`src/rtl/mpdmac_cfg.sv`:
```
// APB register file for the mirror-padding DMA engine: holds addresses and width,
// validates launch requests, sequences the start/ack/run handshake and raises the completion/error interrupt.
module mpdmac_cfg #(
    parameter logic [31:0] VERSION = 32'h0001_2024
) (
    input  logic        clk,
    input  logic        rst_n,
    input  logic        psel_i,
    input  logic        penable_i,
    input  logic [11:0] paddr_i,
    input  logic        pwrite_i,
    input  logic [31:0] pwdata_i,
    output logic        pready_o,
    output logic [31:0] prdata_o,
    output logic        pslverr_o,
    output logic [31:0] src_addr_o,
    output logic [31:0] dst_addr_o,
    output logic [5:0]  mat_width_o,
    output logic        start_o,
    input  logic        done_i,
    output logic        irq_o
);

    localparam logic [9:0] A_VERSION = 10'h000;
    localparam logic [9:0] A_SRC     = 10'h040;
    localparam logic [9:0] A_DST     = 10'h041;
    localparam logic [9:0] A_MATW    = 10'h042;
    localparam logic [9:0] A_CMD     = 10'h043;
    localparam logic [9:0] A_STATUS  = 10'h044;
    localparam logic [9:0] A_INTEN   = 10'h045;
    localparam logic [9:0] A_INTSTS  = 10'h046;

    typedef enum logic [1:0] {
        ST_IDLE  = 2'd0,
        ST_START = 2'd1,
        ST_ACK   = 2'd2,
        ST_RUN   = 2'd3
    } state_t;

    state_t      r_state;
    state_t      w_state_next;
    logic [31:0] r_src;
    logic [31:0] r_dst;
    logic [5:0]  r_mat_w;
    logic [1:0]  r_int_en;
    logic [1:0]  r_int_sts;
    logic        r_irq;

    logic [9:0]  w_word;
    logic        w_access;
    logic        w_wr;
    logic        w_rd;
    logic        w_mapped;
    logic        w_busy;
    logic        w_cmd_busy;
    logic        w_mat_valid;
    logic        w_launch_req;
    logic        w_launch;
    logic        w_err_set;
    logic        w_done_set;
    logic [1:0]  w_clr;
    logic [1:0]  w_set;
    logic [1:0]  w_int_sts_next;
    logic        w_cfg_sel;
    logic        w_unused;

    assign w_unused = &{1'b0, paddr_i[1:0]};

    assign w_word      = paddr_i[11:2];
    assign w_access    = psel_i & penable_i;
    assign w_wr        = w_access & pwrite_i;
    assign w_rd        = w_access & ~pwrite_i;
    assign pready_o    = w_access;
    assign w_busy      = (r_state != ST_IDLE);
    // An engine not reporting done while we sit in IDLE is still considered busy for launches.
    assign w_cmd_busy  = w_busy | ~done_i;
    assign w_mat_valid = ~r_mat_w[0] && (r_mat_w >= 6'd2) && (r_mat_w <= 6'd60);
    assign w_cfg_sel   = (w_word == A_SRC) || (w_word == A_DST) || (w_word == A_MATW);

    assign w_mapped = (w_word == A_VERSION) || (w_word == A_SRC) || (w_word == A_DST) ||
                      (w_word == A_MATW) || (w_word == A_CMD) || (w_word == A_STATUS) ||
                      (w_word == A_INTEN) || (w_word == A_INTSTS);

    assign w_launch_req = w_wr && (w_word == A_CMD) && pwdata_i[0] && !w_cmd_busy;
    assign w_launch     = w_launch_req & w_mat_valid;
    assign w_err_set    = w_launch_req & ~w_mat_valid;
    assign w_done_set   = (r_state == ST_RUN) & done_i;

    assign w_clr = (w_wr && (w_word == A_INTSTS)) ? pwdata_i[1:0] : 2'b00;
    assign w_set = {w_err_set, w_done_set};
    // Set takes priority over a same-cycle W1C of the same bit.
    assign w_int_sts_next = (r_int_sts & ~w_clr) | w_set;

    assign pslverr_o = w_access & (~w_mapped |
                       (pwrite_i & ((w_cfg_sel & w_busy) | ((w_word == A_CMD) & w_cmd_busy))));

    always_comb begin
        prdata_o = 32'd0;
        if (w_rd) begin
            case (w_word)
                A_VERSION: prdata_o = VERSION;
                A_SRC:     prdata_o = r_src;
                A_DST:     prdata_o = r_dst;
                A_MATW:    prdata_o = {26'd0, r_mat_w};
                A_STATUS:  prdata_o = {30'd0, w_busy, done_i};
                A_INTEN:   prdata_o = {30'd0, r_int_en};
                A_INTSTS:  prdata_o = {30'd0, r_int_sts};
                default:   prdata_o = 32'd0;
            endcase
        end
    end

    always_comb begin
        w_state_next = r_state;
        case (r_state)
            ST_IDLE:  if (w_launch) w_state_next = ST_START;
            ST_START: w_state_next = ST_ACK;
            ST_ACK:   if (!done_i) w_state_next = ST_RUN;
            ST_RUN:   if (done_i) w_state_next = ST_IDLE;
            default:  w_state_next = ST_IDLE;
        endcase
    end

    always_ff @(posedge clk or negedge rst_n) begin
        if (!rst_n) begin
            r_state <= ST_IDLE;
        end else begin
            r_state <= w_state_next;
        end
    end

    always_ff @(posedge clk or negedge rst_n) begin
        if (!rst_n) begin
            r_src     <= 32'd0;
            r_dst     <= 32'd0;
            r_mat_w   <= 6'd0;
            r_int_en  <= 2'd0;
            r_int_sts <= 2'd0;
            r_irq     <= 1'b0;
        end else begin
            if (w_wr && !w_busy) begin
                if (w_word == A_SRC)  r_src   <= pwdata_i;
                if (w_word == A_DST)  r_dst   <= pwdata_i;
                if (w_word == A_MATW) r_mat_w <= pwdata_i[5:0];
            end
            if (w_wr && (w_word == A_INTEN)) r_int_en <= pwdata_i[1:0];
            r_int_sts <= w_int_sts_next;
            r_irq     <= |(r_int_sts & r_int_en);
        end
    end

    assign src_addr_o  = r_src;
    assign dst_addr_o  = r_dst;
    assign mat_width_o = r_mat_w;
    assign start_o     = (r_state == ST_START);
    assign irq_o       = r_irq;

endmodule

```
`config.mk`:
```
export PLATFORM = sky130hd
export DESIGN_NAME = mpdmac_cfg
export DESIGN_NICKNAME = d
export VERILOG_FILES = /design/src/rtl/mpdmac_cfg.sv
export SDC_FILE = /design/constraint.sdc
export NUM_CORES = 1
export LEC_CHECK = 0
export CAP_MARGIN = 20
export CORE_UTILIZATION = 30
export CTS_BUF_LIST = sky130_fd_sc_hd__clkbuf_8 sky130_fd_sc_hd__clkbuf_16
export DETAILED_ROUTE_END_ITERATION = 7
export PLACE_DENSITY_LB_ADDON = 0.15
export SYNTH_ARGS = -nofsm -noshare
export SYNTH_HDL_FRONTEND = slang
export SYNTH_SLANG_ARGS = --single-unit
```
`constraint.sdc`:
```
create_clock -name clk -period 2.8 [get_ports clk]
set_input_delay 0.42 -clock clk [delete_from_list [all_inputs] [get_ports clk]]
set_output_delay 0.42 -clock clk [all_outputs]
set_load 0.005 [all_outputs]
```
=== Word-level counts from Yosys, hierarchy flattened ===
Index checks and enable logic that the tools add are counted.
W data, S select, Z words.

* Output and inout port bits: 106
* Logic and storage cells: 78
* Bits in registers: 77
* Input bits: 50

* Muxes and demuxes: 7
* Reductions and logical operators: 27
* Order comparisons: 2
* Bitwise gates (word level): 22
* Equality and inequality tests: 13

{| class="wikitable"
|+ Operators with widths
! cell !! number
|-
| $pmux W32 S7 || 1
|-
| $eq A10 B7 Y1 const B || 7
|-
| $mux W32 || 1
|-
| $and A1 B1 Y1 || 10
|-
| $logic_not A10 Y1 || 1
|-
| $logic_or A1 B1 Y1 || 9
|-
| $logic_and A1 B1 Y1 || 8
|-
| $mux W2 || 4
|-
| $pmux W2 S4 || 1
|-
| $ge A6 B2 Y1 const B || 1
|-
| $le A6 B6 Y1 const B || 1
|-
| $ne A2 B2 Y1 const B || 3
|-
| $reduce_and A2 Y1 || 3
|-
| $not A1 Y1 || 5
|-
| $and A2 B2 Y2 || 2
|-
| $eq A2 B2 Y1 const B || 2
|-
| $or A1 B1 Y1 || 3
|-
| $reduce_and A3 Y1 || 1
|-
| $eq A2 B1 Y1 const B || 1
|-
| $logic_not A1 Y1 || 2
|-
| $logic_not A2 Y1 || 1
|-
| $not A2 Y2 || 1
|-
| $or A2 B2 Y2 || 1
|-
| $reduce_bool A2 Y1 || 1
|-
| $reduce_or A2 Y1 || 1
|}

=== Depth between registers and ports, before layout ===
Gate-level depths: netlist (run 1).

* Depth in word-level cells: 11
* Mapped depth: 7
* Mapped depth without buffers: 7

=== Least setup slack after synthesis (run 1) ===
No wires, ideal clock.

* Kind: input port to output port
* Start point: input port paddr_i[8]
* End point: output port prdata_o[21]
* Buffers on the path: 2
* Stages: 7
* Data arrival time: 1816 ps
* Slack: 564 ps
* Data required time: 2380 ps
* Path through: buf_4 nor4b_4 nand2_1 nor4_4 clkbuf_1 a22oi_1 nor2_1

* Word-level cells in the longest chain between the ends: 3
* Elaborated cells between the ends (all ways): 9
* Those cells by class: eq/ne (6); mux (2); reduce/logical (1)

{| class="wikitable"
|+ RTL lines
! item !! line !! RTL
|-
| from (decl) || 10 || <nowiki>input logic [11:0] paddr_i,</nowiki>
|-
| $eq A10 B7 Y1 / $logic_not A10 Y1 (equally long branches) || 100 || <nowiki>case (w_word)</nowiki>
|-
| $pmux W32 S7 (*) || 100 ||
|-
| $mux W32 (*) || 99 || <nowiki>if (w_rd) begin</nowiki>
|-
| to (decl) || 14 || <nowiki>output logic [31:0] prdata_o,</nowiki>
|}

Mark *: on every way between the ends. The rest lies on a longest branch, timed or not.

=== Worst setup path in the final report (run 1) ===
* Start point: input port paddr_i[2]
* End point: output port prdata_o[3]

The elaborated chain is that of the path after synthesis.

==> impl_metrics.json, run 1 <==
{
  "die_h_um": 117.9,
  "die_x_um": 117.9,
  "fin_crit_sh_pct": 97.10,
  "grt_antenna_before_repair": 0,
  "synth_xor_area_share_pct": 0,
  "synth_compound_area_share_pct": 9.590,
  "r2r-end": "r_state[1]$_DFFE_PN0P_",
  "cp_top_family": "buffers and inverters",
  "synth_top_family_by_area": "multiplexers",
  "drtPass1Iterations": 5,
  "clk_latency_ps": 330,
  "dp_slack_ps": -289.3,
  "critPathRequiredTime_ps": 2380,
  "setup.worst_path.start": "paddr_i[2]",
  "synth_cell_types": 43,
  "cts.reportedPaths.clkPinSlew_ps": 60,
  "wl_per_cell_um": 17.55,
  "antenna_cells": 0,
  "synthTopCellsByCount": "dfrtp_1, mux2_4, nor2_1, a22oi_1, nand2_1",
  "slowest_delay_ps": 460,
  "fill_cells": 1175,
  "min_period_ps": 2719,
  "drc": 0,
  "layout.nets": 574,
  "rows": 41,
  "ios": 156,
  "critPathCapture": "prdata_o[3]",
  "crit_type": "in -> out",
  "setup_slack_ps": 81.33,
  "track_usage_pct": 18.01,
  "gp_congestion": 0.8579,
  "cts_tree": "built",
  "final_area_um2": 6501,
  "synth_edf_count": 0,
  "crit_path_cell_trace": "clkdlybuf4s50_1 > buf_4 > nor4_4 > buf_6 > buf_12 > buf_4 > a22oi_1 > nor2_1 > dlygate4sd2_1",
  "drtIter0Drc": 156,
  "grt_start_max_net_pins": 78,
  "cts-buffers-inserted": 9,
  "syn_to_final_growth_pct": 61.27,
  "path_common_cell": "buf_4",
  "ir_worst_vdd_mv": 0.2488,
  "status": "complete, no violations",
  "p_leak_uw": 0.003242,
  "yosysWarnings": 0,
  "rsz0062_at_grt": "yes",
  "syn_area_per_cell_um2": 12.44,
  "grt.overflow.total": 0,
  "crit_cells": 9,
  "seq_area_frac_synth_pct": 47.80,
  "critPathMaxFanout": 8,
  "crit_arrival_ps": 2300,
  "drive_gt1_share_pct": 29.89,
  "fin_cells": 694,
  "ys_top_cells_by_area": "dfrtp_1, mux2_4, a22oi_1",
  "via_per_inst": 4.816,
  "start_util_pct": 31.31,
  "cts_sinks": 77,
  "syn_inst": 324,
  "die-area_um2": 13910,
  "placed_area_um2": 5964,
  "cts-root-buf": "clkbuf_16",
  "antenna_left": 0,
  "synthesis.nets": 379,
  "reg2regPathDepth": 7,
  "synthMuxAreaShare_pct": 26.04,
  "dr_total_vias": 3342,
  "yosys.area.top_type": "dfrtp_1",
  "syn_area_um2": 4031,
  "grt_pass1_vias": 3432,
  "drv_slew": 0,
  "slowest_stage": "clkdlybuf4s50_1",
  "ys_seq_elements": 77,
  "port_buffers": 153,
  "worstReg2RegStart": "r_state[0]$_DFFE_PN0P_",
  "power.density_nw_per_um2": 421.2,
  "synth_fa_ha_area_share_pct": 1.552,
  "synth.most_common_cell": "dfrtp_1",
  "finalPower_uw": 2738,
  "max-slew-margin-rel_pct": 74.25,
  "synth_top_area_share_pct": 47.80,
  "worstSetupStartpointType": "primary input",
  "clock_tree.buffer_depth": 2,
  "worstSetupEndpointType": "primary output",
  "routed_wl_um": 12180,
  "worst-path-buf-inv": 6,
  "cts_max_level": 3,
  "grt_pass1_wl_um": 19370,
  "setup_viol": 0,
  "synthSimpleGateAreaFrac_pct": 11.55,
  "finalHoldViolCount": 0,
  "dp.cells": 664,
  "hp-class": "in -> async",
  "fp.coreArea_um2": 12880,
  "fin_skew_ps": 4.676,
  "drv_cap": 0,
  "dp_hpwl_um": 8166,
  "synth_top_flop_cell": "dfrtp_1",
  "reg2reg_slack_ps": 510,
  "fmax_ghz": 0.3678,
  "fin_setup_tns_ps": 0,
  "synthArstFlopShare_pct": 100.0,
  "worst_pin_slew_ps": 383.3
}
## cell type report
cell class              count  area [µm²]  share of cell area, %
clock buffers              10       239.0                  3.676
clock inverters             4       73.82                  1.135
inverters                   5       18.77                 0.2887
multi-input cells         224        2014                  30.99
flip-flops and latches     77        1927                  29.64
well taps                 172       215.2                  3.310
repair buffers            202        2013                  30.97
## cell usage in the layout, fill, tap and decap left out, types with 3 or more instances in the layout
| cell | count |
|---|---|
| clkdlybuf4s50_1 | 111 |
| dfrtp_1 | 77 |
| mux2_4 | 50 |
| nor2_1 | 38 |
| buf_4 | 34 |
| a22oi_1 | 27 |
| nand2_1 | 18 |
| dlymetal6s2s_1 | 14 |
| mux2_2 | 13 |
| clkbuf_2 | 12 |
| dlygate4sd2_1 | 11 |
| mux2_1 | 10 |
| clkbuf_16 | 10 |
| a21oi_1 | 8 |
| buf_6 | 6 |
| inv_1 | 5 |
| ha_1 | 5 |
| buf_12 | 5 |
| and4_1 | 4 |
| mux2i_1 | 4 |
| o21ai_0 | 4 |
| nor3_1 | 4 |
| nor3_2 | 3 |
| a22o_1 | 3 |
| nor4_4 | 3 |
| nand2_2 | 3 |
| nand3_1 | 3 |
| buf_16 | 3 |
## worst reg2reg max path, stage by stage (launching register included)
cell      delay [ps]
dfrtp_1          420
inv_1            120
ha_1             240
and4_1           240
nand4_1          160
o41a_1           350
a211oi_1         280
mux2_2           380
## how the worst min path moves through the flow
stage / from / to / slack [ps] / cells after the start
floorplan: rst_n / dst_addr_o[0]$_DFFE_PN0P_ / 120 / 0
global placement: r_int_sts[1]$_DFF_PN0_ / r_int_sts[1]$_DFF_PN0_ / 490 / 2
detailed placement: r_int_sts[1]$_DFF_PN0_ / r_int_sts[1]$_DFF_PN0_ / 490 / 2
global route: rst_n / r_state[0]$_DFFE_PN0P_ / 460 / 2
finish: rst_n / r_state[0]$_DFFE_PN0P_ / 460 / 2
CTS: rst_n / r_state[0]$_DFFE_PN0P_ / 300 / 1
## power by group
part           total (µW)  switching (µW)  internal, µW
registers            1150            19.7          1130
logic                 350             157           193
clock network        1240             441           794
total                2740             618          2120
## stage by stage
step	util [%]	hold slack, ps
floorplan	-	124.4
global placement	46.32	486.3
detailed placement	46.32	491.9
CTS	49.88	303.2
global route	50.49	459.7
finish	50.49	461.6
## flip-flops by register name, indices dropped and copies added, names as in the netlist
| name | cells |
|---|---|
| r_int_en | 2 |
| r_int_sts | 2 |
| r_state | 2 |
| irq_o | 1 |
| mat_width_o | 6 |
| src_addr_o | 32 |
| dst_addr_o | 32 |
## metal layers
| metal | global-route usage (%) | routed length [µm] |
|---|---|---|
| met5 | 0 | 0 |
| met4 | 7.692 | 211 |
| met3 | 3.295 | 548 |
| met2 | 28.27 | 5736 |
| met1 | 24.21 | 5683 |
## cell families (layout without fill, tap and decap cells)
kind of cell             Yosys count  count (layout)
AND/OR/NAND/NOR                   88              88
adder cells (fa/ha/maj)            5               5
multiplexers                      77              77
flip-flops                        77              77
buffers and inverters             23             221
AO/OA/AOI/OAI                     54              54
## repair_timing
action / CTS / global route
cloned: 2 / 1
endpoints found under the hold margin: 0 / 6
endpoints found under the setup margin: 32 / 27
pin swaps: 11 / 8
hold buffers: 0 / 1
setup buffers: 9 / 2
resized for setup: 41 / 50
(Power assumes the default switching activity.)
==> run 2, diff against run 1 <==
--- a/config.mk
+++ b/config.mk
@@ -10,6 +10,7 @@
 export CTS_BUF_LIST = sky130_fd_sc_hd__clkbuf_8 sky130_fd_sc_hd__clkbuf_16
 export DETAILED_ROUTE_END_ITERATION = 7
 export PLACE_DENSITY_LB_ADDON = 0.15
+export REMOVE_ABC_BUFFERS = 1
 export SYNTH_ARGS = -nofsm -noshare
 export SYNTH_HDL_FRONTEND = slang
 export SYNTH_SLANG_ARGS = --single-unit
==> constraint.sdc (replaced) <==
create_clock -name clk -period 3.1 [get_ports clk]
set_input_delay 0.465 -clock clk [delete_from_list [all_inputs] [get_ports clk]]
set_output_delay 0.465 -clock clk [all_outputs]
set_load 0.005 [all_outputs]
==> impl_metrics.json, run 2 (synthesized netlist as in run 1, its figures left out) <==
{
  "ios": 156,
  "fin_util_pct": 49.76,
  "fin_cells": 681,
  "port_buffers": 153,
  "dr_total_vias": 3299,
  "clk_latency_ps": 340,
  "critPathMaxFanout": 3,
  "whs_ps": 493.6,
  "grt_pass1_vias": 3433,
  "cts_max_level": 3,
  "dp_hpwl_um": 8183,
  "crit_path_cell_trace": "clkdlybuf4s50_1 > buf_4 > or4b_4 > nor3_2 > buf_4 > nand3_1 > a21oi_1 > clkdlybuf4s50_1",
  "drtPass1Iterations": 4,
  "antenna_cells": 0,
  "cts.reportedPaths.clkPinSlew_ps": 60,
  "min_period_ps": 3067,
  "wl_per_cell_um": 17.13,
  "critPathRequiredTime_ps": 2630,
  "power.density_nw_per_um2": 374.8,
  "cts-buffers-inserted": 9,
  "drv_cap": 0,
  "ir_worst_vdd_mv": 0.1974,
  "fmax_ghz": 0.3260,
  "drtIter0Drc": 138,
  "finalHoldViolCount": 0,
  "max-slew-margin-rel_pct": 71.89,
  "crit_arrival_ps": 2600,
  "slowest_delay_ps": 520,
  "syn_to_final_growth_pct": 58.94,
  "worstSetupStartpointType": "primary input",
  "layout_common_cells": "clkdlybuf4s50_1, dfrtp_1, mux2_4",
  "fp.coreArea_um2": 12880,
  "layout.nets": 559,
  "p_leak_uw": 0.003236,
  "slowest_stage": "clkdlybuf4s50_1",
  "cts_sinks": 77,
  "layout_commonest_cell": "clkdlybuf4s50_1",
  "hp-class": "in -> async",
  "grt_antenna_before_repair": 0,
  "via_per_inst": 4.844,
  "status": "complete, no violations",
  "gp_congestion": 0.8629,
  "fill_cells": 1182,
  "worst_pin_slew_ps": 421.6,
  "antenna_left": 0,
  "dp.cells": 659,
  "die-area_um2": 13910,
  "cts_tree": "built",
  "grt_start_max_net_pins": 78,
  "die_h_um": 117.9,
  "clock_tree.buffer_depth": 2,
  "track_usage_pct": 17.45,
  "die_x_um": 117.9,
  "finalPower_uw": 2402,
  "setup_viol": 0,
  "grt.overflow.total": 0,
  "crit_type": "in -> out",
  "worstSetupEndpointType": "primary output",
  "routed_wl_um": 11660,
  "drive_gt1_share_pct": 24.95,
  "drv_slew": 0,
  "fin_skew_ps": 4.251,
  "cts-root-buf": "clkbuf_16",
  "rsz0062_at_grt": "yes",
  "grt_pass1_wl_um": 18820,
  "start_util_pct": 31.31,
  "rows": 41,
  "drc": 0,
  "fin_crit_sh_pct": 98.94
}
## run 2: changes by cell type in the layout (fill, tap and decap cells not counted), sizes merged, moves of 2 or more
cell,change
dlymetal6s2s,+4
dlygate4sd2,+3
clkbuf,-13
buf,-17
clkdlybuf4s15,-2
clkinvlp,+3
clkdlybuf4s50,+9
## run 2: final cells by class
class | count | area (µm²) | share of cell area [%]
well taps | 172 | 215.2 | 3.359
clock buffers | 10 | 239.0 | 3.730
clock inverters | 6 | 62.56 | 0.9764
inverters | 5 | 18.77 | 0.2929
multi-input cells | 224 | 2004 | 31.28
repair buffers | 187 | 1941 | 30.29
flip-flops and latches | 77 | 1927 | 30.07
## run 2: repair_timing
action | 4_1_cts | 5_1_grt
buffers inserted | 3 | 0
setup endpoints to repair | 31 | 21
hold buffers | 0 | 1
hold endpoints to repair | 0 | 6
gates cloned | 1 | 0
pin swaps | 2 | 2
resized for setup | 22 | 23
## run 2: worst max-delay path, delay by kind of cell
family / cells / cell delay (ps)
AO/OA/AOI/OAI: 1 / 170
AND/OR/NAND/NOR: 3 / 680
buffers and inverters: 4 / 1290
## run 2: per-layer routing
layer | wire length (µm) | track usage [%]
met1 | 5358 | 22.74
met2 | 5451 | 27.43
met3 | 763 | 5.620
met4 | 89 | 5.128
met5 | 0 | 0
## run 2: power breakdown
group	internal [µW]	total (µW)	switching [µW]	leakage, µW
Combinational	162	305	143	0.00203
Clock	642	1060	414	0.000140
Sequential	1020	1040	16.9	0.00107
Total	1830	2400	574	0.00324
## run 2: stage by stage
step                      TNS (ps)  setup WS (ps)  instance area, µm²
after floorplan                  0          447.0                3910
after global placement       -3542         -191.4                5927
after detailed placement     -2936         -173.6                5927
after CTS                   -34.65         -34.65                6305
after global routing        -65.32         -65.32                6407
final                            0          32.88                6407
## run 2: final timing paths
kind                            cells past startpoint  slack, ps                     from                         end
worst max-delay path                                8         30               paddr_i[8]                 prdata_o[2]
worst min-delay path                                2        490                    rst_n   src_addr_o[2]$_DFFE_PN0P_
worst max register to register                      7        770   r_state[0]$_DFFE_PN0P_      r_state[1]$_DFFE_PN0P_
worst min register to register                      1        520  r_int_en[0]$_DFFE_PN0P_             irq_o$_DFF_PN0_
max in group asynchronous                           3       2060                    rst_n  src_addr_o[15]$_DFFE_PN0P_
min in group clk                                    1        520  r_int_en[0]$_DFFE_PN0P_             irq_o$_DFF_PN0_
==> run 3, diff against run 2 <==
--- a/config.mk
+++ b/config.mk
@@ -6,11 +6,11 @@
 export NUM_CORES = 1
 export LEC_CHECK = 0
 export CAP_MARGIN = 20
-export CORE_UTILIZATION = 30
+export CORE_UTILIZATION = 44
 export CTS_BUF_LIST = sky130_fd_sc_hd__clkbuf_8 sky130_fd_sc_hd__clkbuf_16
 export DETAILED_ROUTE_END_ITERATION = 7
+export HOLD_SLACK_MARGIN = 0.06
 export PLACE_DENSITY_LB_ADDON = 0.15
-export REMOVE_ABC_BUFFERS = 1
 export SYNTH_ARGS = -nofsm -noshare
 export SYNTH_HDL_FRONTEND = slang
 export SYNTH_SLANG_ARGS = --single-unit
==> impl_metrics.json, run 3 (synthesized netlist as in run 1, its figures left out) <==
{
  "clk_latency_ps": 330,
  "finalPower_uw": 2128,
  "crit_type": "in -> out",
  "ir_worst_vdd_mv": 0.2747,
  "gp_congestion": 0.8872,
  "whs_ps": 254.0,
  "multi_input_area_um2": 2014,
  "fin_crit_sh_pct": 96.96,
  "crit_arrival_ps": 2540,
  "antenna_cells": 0,
  "min_period_ps": 3006,
  "antenna_left": 0,
  "die-area_um2": 9549,
  "drv_cap": 0,
  "worst_pin_slew_ps": 945.6,
  "dr_total_vias": 3294,
  "worstReg2RegStart": "r_state[0]$_DFFE_PN0P_",
  "cts-buffers-inserted": 9,
  "critPathMaxFanout": 11,
  "worst-path-buf-inv": 4,
  "cts_max_level": 3,
  "cts_sinks": 77,
  "routed_wl_um": 10980,
  "cp_top_family": "buffers and inverters",
  "slowest_delay_ps": 510,
  "violations": "DRC",
  "fp.coreArea_um2": 8806,
  "finalHoldViolCount": 0,
  "cts.reportedPaths.clkPinSlew_ps": 80,
  "cts_hold_buf": 0,
  "die_h_um": 97.72,
  "worstSetupEndpointType": "primary output",
  "start_util_pct": 45.78,
  "grt_pass1_vias": 3353,
  "placed_area_um2": 5812,
  "regArea_um2": 1927,
  "via_per_inst": 5.391,
  "clock_tree.buffer_depth": 2,
  "power.density_nw_per_um2": 347.2,
  "worstSetupStartpointType": "primary input",
  "setup_viol": 0,
  "grt_start_max_net_pins": 78,
  "cts-root-buf": "clkbuf_8",
  "drtIter0Drc": 141,
  "status": "finished with violations",
  "fin_util_pct": 69.59,
  "layout_common_cells": "clkdlybuf4s50_1, dfrtp_1, mux2_4",
  "die_x_um": 97.72,
  "hp-class": "in -> async",
  "drv_slew": 0,
  "drive_gt1_share_pct": 24.06,
  "critPathRequiredTime_ps": 2630,
  "rows": 34,
  "layout_commonest_cell": "clkdlybuf4s50_1",
  "drtPass1Iterations": 8,
  "fin_skew_ps": 11.11,
  "dp_slack_ps": -68.28,
  "syn_to_final_growth_pct": 52.02,
  "fill_cells": 656,
  "wl_per_cell_um": 17.98,
  "drc": 22,
  "setup_slack_ps": 94.26,
  "port_buffers": 153,
  "ios": 156,
  "cts_tree": "built",
  "final_area_um2": 6128,
  "dp_hpwl_um": 7659,
  "grt_antenna_before_repair": 0,
  "slowest_stage": "clkdlybuf4s50_1",
  "grt_pass1_wl_um": 17690,
  "layout.nets": 554,
  "crit_path_cell_trace": "dlygate4sd2_1 > nor4b_4 > nand2_2 > nor4_4 > buf_4 > buf_6 > a22oi_1 > a21oi_1 > clkdlybuf4s50_1",
  "track_usage_pct": 23.35,
  "grt.overflow.total": 0,
  "fmax_ghz": 0.3327,
  "setup.worst_path.start": "paddr_i[7]",
  "p_leak_uw": 0.002849,
  "rsz0062_at_grt": "no",
  "max-slew-margin-rel_pct": 36.96
}
run 3: cell type report:
type                    count  share of cell area, %
well taps                 108                  2.205
multi-input cells         224                  32.87
inverters                   5                 0.3062
clock buffers               9                  2.021
clock inverters             6                  1.327
flip-flops and latches     77                  31.44
repair buffers            182                  29.83
run 3: metal layers:
metal	vias up	GRT usage [%]	routed length, µm
met3	9	4.245	611
met4	0	6.876	89
met5	-	0	0
li1	1535	-	-
met1	1634	31.47	4994
met2	116	38.52	5290
run 3: final timing paths:
check | end | slack [ps] | cells past startpoint
worst max-delay path | prdata_o[16] | 90 | 9
worst min-delay path | src_addr_o[2]$_DFFE_PN0P_ | 250 | 1
worst max register to register | r_state[1]$_DFFE_PN0P_ | 830 | 7
worst min register to register | src_addr_o[18]$_DFFE_PN0P_ | 530 | 1
max in group asynchronous | dst_addr_o[29]$_DFFE_PN0P_ | 2220 | 1
min in group clk | src_addr_o[18]$_DFFE_PN0P_ | 530 | 1
run 3: power breakdown:
part | total, µW | internal, µW | switching (µW)
sequential | 1040 | 1020 | 17.6
combinational | 291 | 156 | 135
clock | 797 | 444 | 354
total | 2130 | 1620 | 506
run 3: what timing repair did:
action,4_1_cts,5_1_grt
pin swaps,0,2
cloned,0,2
setup buffers,0,2
setup endpoints to repair,24,31
resized for setup,7,17
run 3: metrics by stage:
stage | cells | setup TNS [ps]
2_1_floorplan | 324 | 0
3_3_place_gp | 592 | -277.7
3_5_place_dp | 592 | -1071
4_1_cts | 607 | -4.375
5_1_grt | 611 | 0
6_report | 611 | 0
